### src/rtl/instruction_fetch_unit.sv
// instruction_fetch_unit: fetches words at pc over req/ack, buffers {pc, instr} in a prefetch FIFO and closes the PC loop
// clock, reset_n          : rising-edge clock, synchronous active-low reset
// pc / pc_next            : current PC in, next PC out (held equal to pc while stalled)
// imem_req/addr/ack/rdata : single-outstanding word fetch handshake
// redirect_valid/target   : one-cycle branch/exception redirect, flushes the FIFO
// instr_valid/ready/data/pc : FIFO head towards decode
module instruction_fetch_unit #(
  parameter int          DEPTH    = 4,
  parameter logic [31:0] RESET_PC = 32'h0000_0000
) (
  input  logic        clock,
  input  logic        reset_n,
  input  logic [31:0] pc,
  output logic [31:0] pc_next,
  output logic        imem_req,
  output logic [31:0] imem_addr,
  input  logic        imem_ack,
  input  logic [31:0] imem_rdata,
  input  logic        redirect_valid,
  input  logic [31:0] redirect_target,
  output logic        instr_valid,
  input  logic        instr_ready,
  output logic [31:0] instr_data,
  output logic [31:0] instr_pc
);
  localparam int AW = $clog2(DEPTH);
  typedef enum logic [1:0] {IDLE, FETCH, DISCARD} state_t;
  state_t state, state_nx;
  logic [31:0] stale_addr;
  logic [31:0] fifo_pc [DEPTH];
  logic [31:0] fifo_data [DEPTH];
  logic [AW-1:0] rd_ptr, wr_ptr;
  logic [AW:0] count, count_after;
  logic push, pop, full;
  logic [31:0] target;
  logic unused_target_bits;
  assign unused_target_bits = ^redirect_target[1:0];
  assign target = {redirect_target[31:2], 2'b00};
  assign full = count == (AW+1)'(DEPTH);
  assign instr_valid = count != '0;
  assign instr_pc = fifo_pc[rd_ptr];
  assign instr_data = fifo_data[rd_ptr];
  assign pop = instr_valid && instr_ready;
  // a response that coincides with a redirect belongs to the old path and is dropped
  assign push = state == FETCH && imem_ack && !redirect_valid;
  assign count_after = count + (AW+1)'(push) - (AW+1)'(pop);
  assign imem_req = state != IDLE;
  // the in-flight stale fetch keeps its address even though pc has moved to the target
  assign imem_addr = state == DISCARD ? stale_addr : {pc[31:2], 2'b00};
  assign pc_next = !reset_n ? RESET_PC :
                   redirect_valid ? target :
                   (state == FETCH && imem_ack) ? pc + 32'd4 : pc;
  always_comb begin
    state_nx = state;
    unique case (state)
      IDLE:    state_nx = (redirect_valid || !full || pop) ? FETCH : IDLE;
      FETCH:   state_nx = redirect_valid ? (imem_ack ? FETCH : DISCARD) :
                          (imem_ack && count_after == (AW+1)'(DEPTH)) ? IDLE : FETCH;
      DISCARD: state_nx = (imem_ack && !redirect_valid) ? FETCH : DISCARD;
      default: state_nx = IDLE;
    endcase
  end
  always_ff @(posedge clock) begin
    if (!reset_n) begin
      state <= IDLE;
      count <= '0;
      rd_ptr <= '0;
      wr_ptr <= '0;
      stale_addr <= '0;
    end else begin
      state <= state_nx;
      if (state == FETCH && redirect_valid && !imem_ack) stale_addr <= {pc[31:2], 2'b00};
      if (redirect_valid) begin
        count <= '0;
        rd_ptr <= '0;
        wr_ptr <= '0;
      end else begin
        count <= count_after;
        if (pop) rd_ptr <= rd_ptr + 1'b1;
        if (push) wr_ptr <= wr_ptr + 1'b1;
      end
    end
  end
  always_ff @(posedge clock) begin
    if (push) begin
      fifo_pc[wr_ptr] <= pc;
      fifo_data[wr_ptr] <= imem_rdata;
    end
  end
endmodule

### config.mk
export PLATFORM = sky130hd
export DESIGN_NAME = instruction_fetch_unit
export DESIGN_NICKNAME = d
export VERILOG_FILES = /design/src/rtl/instruction_fetch_unit.sv
export SDC_FILE = /design/constraint.sdc
export NUM_CORES = 1
export LEC_CHECK = 0
export CORE_MARGIN = 4
export CORE_UTILIZATION = 52
export DETAILED_ROUTE_END_ITERATION = 10
export GPL_ROUTABILITY_DRIVEN = 1
export PLACE_DENSITY = 0.9
export SLEW_MARGIN = 20
export SYNTH_ARGS = -nofsm -noshare
export SYNTH_HDL_FRONTEND = slang
export SYNTH_SLANG_ARGS = --single-unit
### constraint.sdc
create_clock -name clock -period 4.5 [get_ports clock]
set_input_delay 1.35 -clock clock [delete_from_list [all_inputs] [get_ports clock]]
set_output_delay 1.35 -clock clock [all_outputs]
set_load 0.01 [all_outputs]
==> impl_metrics.env <==
export IMPL_worst_slew_pin_transition_ns=0.693
export IMPL_totalWireLength_microns=32300
export IMPL_setup_violations=0
export IMPL_clkLatencyLatePin_ns=0.54
export IMPL_seq_area_frac_synth=0.688
export IMPL_outcome="complete, no violations"
export IMPL_fin_setup_tns_ns=0
export IMPL_total_power_mw=6.09
export IMPL_syn_area_per_cell_sq_um=16.1
export IMPL_powerDensity_nw_per_um2=362
export IMPL_start_kind="input pin"
export IMPL_firstDrtPassIters=5
export IMPL_drv_cap=0
export IMPL_cts_tree="yes"
export IMPL_grt_usage=0.245
export IMPL_synth_flop_cell="edfxtp_1"
export IMPL_path_cells="buf_4 > nand4_4 > or4_4 > buf_6 > or4_4 > a31oi_4 > buf_6"
export IMPL_rows=56
export IMPL_grt_max_degree=44
export IMPL_io_pin_count=231
export IMPL_htree_levels=1
export IMPL_cts_sinks=297
export IMPL_synth_area_sq_um=12400
export IMPL_nNetsFinal=1193
export IMPL_cts_buffer_depth=3
export IMPL_drc=0
export IMPL_fin_crit_sh=0.997
export IMPL_synth_edf_count=256
export IMPL_peakVddDrop_v=0.000304
export IMPL_overflow=0
export IMPL_yosysUniqueCellTypes=48
export IMPL_dpl_hpwl_microns=21500
export IMPL_critPathMaxFanout=5
export IMPL_grt_pass1_wl_microns=49500
export IMPL_initial_core_util=0.528
export IMPL_ys_top_cells_by_area="edfxtp_1, mux4_2, dfxtp_1"
export IMPL_max_stage_delay_ns=0.57
export IMPL_netlist_instances=766
export IMPL_cts_root_buf="clkbuf_16"
export IMPL_routed_wire_length_per_instance_microns=22.6
export IMPL_synthTopCellsByCount="edfxtp_1, nand2_1, mux4_2, a21oi_1, dfxtp_1"
export IMPL_hp_class="register to register"
export IMPL_final_max_slew_viol_count=0
export IMPL_drive_gt1_frac=0.282
export IMPL_via_count=8263
export IMPL_ys_ff_latch=297
export IMPL_grt_pass1_vias=8513
export IMPL_critical_path_top_delay_family="simple AND/OR/NAND/NOR gates"
export IMPL_io_buffers=226
export IMPL_fmax_mhz=223
export IMPL_coreArea_sq_um=23400
export IMPL_hold_viol=0
export IMPL_critPathSlowestCell="or4_4"
export IMPL_async_reset_ff_frac=0
export IMPL_antenna_found_initial=0
export IMPL_synth_top_area_cell="edfxtp_1"
export IMPL_p_leak_nw=5.75
export IMPL_die_width_microns=162
export IMPL_fin_crit_ns=4.49
export IMPL_yosysTopAreaCellShare=0.622
export IMPL_die_area_sq_um=26300
export IMPL_dieHeight_microns=162
export IMPL_critical_path_class="input pin to output pin"
export IMPL_viasPerCell=5.79
export IMPL_slew_headroom=0.537
export IMPL_cts_hold_buffers=0
export IMPL_yosysWarnings=0
export IMPL_diodes=0
export IMPL_drt_iter0_markers=730
export IMPL_crit_buf_inv=3
export IMPL_areaGrowthSynthToFinish_pct=36.1
export IMPL_worst_endpoint_required_ns=3.15
export IMPL_final_cell_area_sq_um=16800
export IMPL_endpoint_kind="output pin"
export IMPL_crit_arrival_ns=3.14
export IMPL_synth_most_common_cell="edfxtp_1"
export IMPL_skew_ns=0.0143
export IMPL_postRouteAntennaNets=0
export IMPL_placed_area_sq_um=15700
export IMPL_routabilityCongestion=0.859
export IMPL_cts_inserted_buffers=29
export IMPL_clk_pin_slew_ns=0.06
cell usage in the layout, fill, tap and decap left out, drive strengths merged, types with 5 or more instances in the layout:
cell type | Yosys | final
a211oi | 6 | 6
a21oi | 42 | 42
a311oi | 5 | 5
a31oi | 9 | 9
and3 | 16 | 16
and4 | 6 | 6
buf | 19 | 125
clkbuf | 30 | 54
clkdlybuf4s50 | 0 | 172
clkinv | 0 | 5
dfxtp | 41 | 41
dlygate4sd2 | 0 | 24
dlymetal6s2s | 0 | 5
edfxtp | 256 | 256
ha | 6 | 6
inv | 8 | 9
mux2 | 30 | 30
mux4 | 64 | 64
nand2 | 74 | 74
nand3 | 15 | 15
nand4 | 8 | 8
nor2 | 20 | 20
nor2b | 6 | 6
nor3 | 7 | 7
nor4 | 6 | 6
o21ai | 30 | 30
o31ai | 6 | 6
or3 | 6 | 6
or4 | 8 | 8
xnor2 | 9 | 9
xor2 | 7 | 7
tightest hold or removal path: stages, from the launching register on:
cell	delay [ns]
dfxtp_1	0.31
nand2_1	0.05
a21oi_1	0.05
power breakdown:
| group | internal (mW) | switching, mW |
|---|---|---|
| sequential | 3.05 | 0.0231 |
| clock | 1.34 | 0.973 |
| combinational | 0.359 | 0.344 |
flip-flops by register name, indices dropped and copies added (netlist names), named ones only:
name / count
fifo_data: 128
fifo_pc: 128
stale_addr: 30
count: 3
rd_ptr: 2
state: 2
wr_ptr: 2
kinds of logic after synthesis:
| family | share of synthesized area |
|---|---|
| AO/OA/AOI/OAI | 0.0488 |
| flip-flops | 0.688 |
| AND/OR/NAND/NOR | 0.0773 |
| buffers and inverters | 0.0188 |
| other | 0.000303 |
| XOR/XNOR | 0.0132 |
| multiplexers | 0.146 |
| adder cells (fa/ha/maj) | 0.00769 |
stage by stage:
step	cells	util	hold slack (ns)	setup slack, ns
2_1_floorplan	767	-	0.434	0.163
3_5_place_dp	1362	0.671	0.444	-0.863
3_3_place_gp	1362	0.671	0.439	-0.943
6_report	1427	0.719	0.452	0.0131
5_1_grt	1427	0.719	0.470	-0.0227
4_1_cts	1425	0.715	0.453	-0.0312
metal layers:
metal	vias up	track usage	share of wire	wire, microns
met5	-	0	0	0
met4	0	0.0854	0.033	1070
met3	78	0.0459	0.087	2820
met2	445	0.404	0.49	15700
met1	4066	0.333	0.39	12700
li1	3674	-	-	-
worst paths after layout:
path | from | to | slack [ns] | cells past startpoint
worst max-delay path | pc[10] | pc_next[26] | 0.01 | 7
worst min-delay path | stale_addr[28] | stale_addr[28] | 0.45 | 2
worst max register to register | state[0] | state[0] | 1.57 | 10
worst min register to register | stale_addr[28] | stale_addr[28] | 0.45 | 2
timing repair:
action / 4_1_cts / 5_1_grt
cloned: 1 / 0
pin swaps: 16 / 14
resized for setup: 131 / 43
setup buffers: 8 / 2
setup endpoints to repair: 30 / 16
cell type report:
cell class | count | area [sq um]
Multi-Input combinational cell | 413 | 3860
Inverter | 8 | 30.0
Tap cell | 319 | 399
Clock buffer | 47 | 843
Clock inverter | 7 | 67.6
Sequential cell | 297 | 8520
Fill cell | 1513 | 6580
Timing Repair Buffer | 336 | 3100
(Power assumes the default switching activity.)
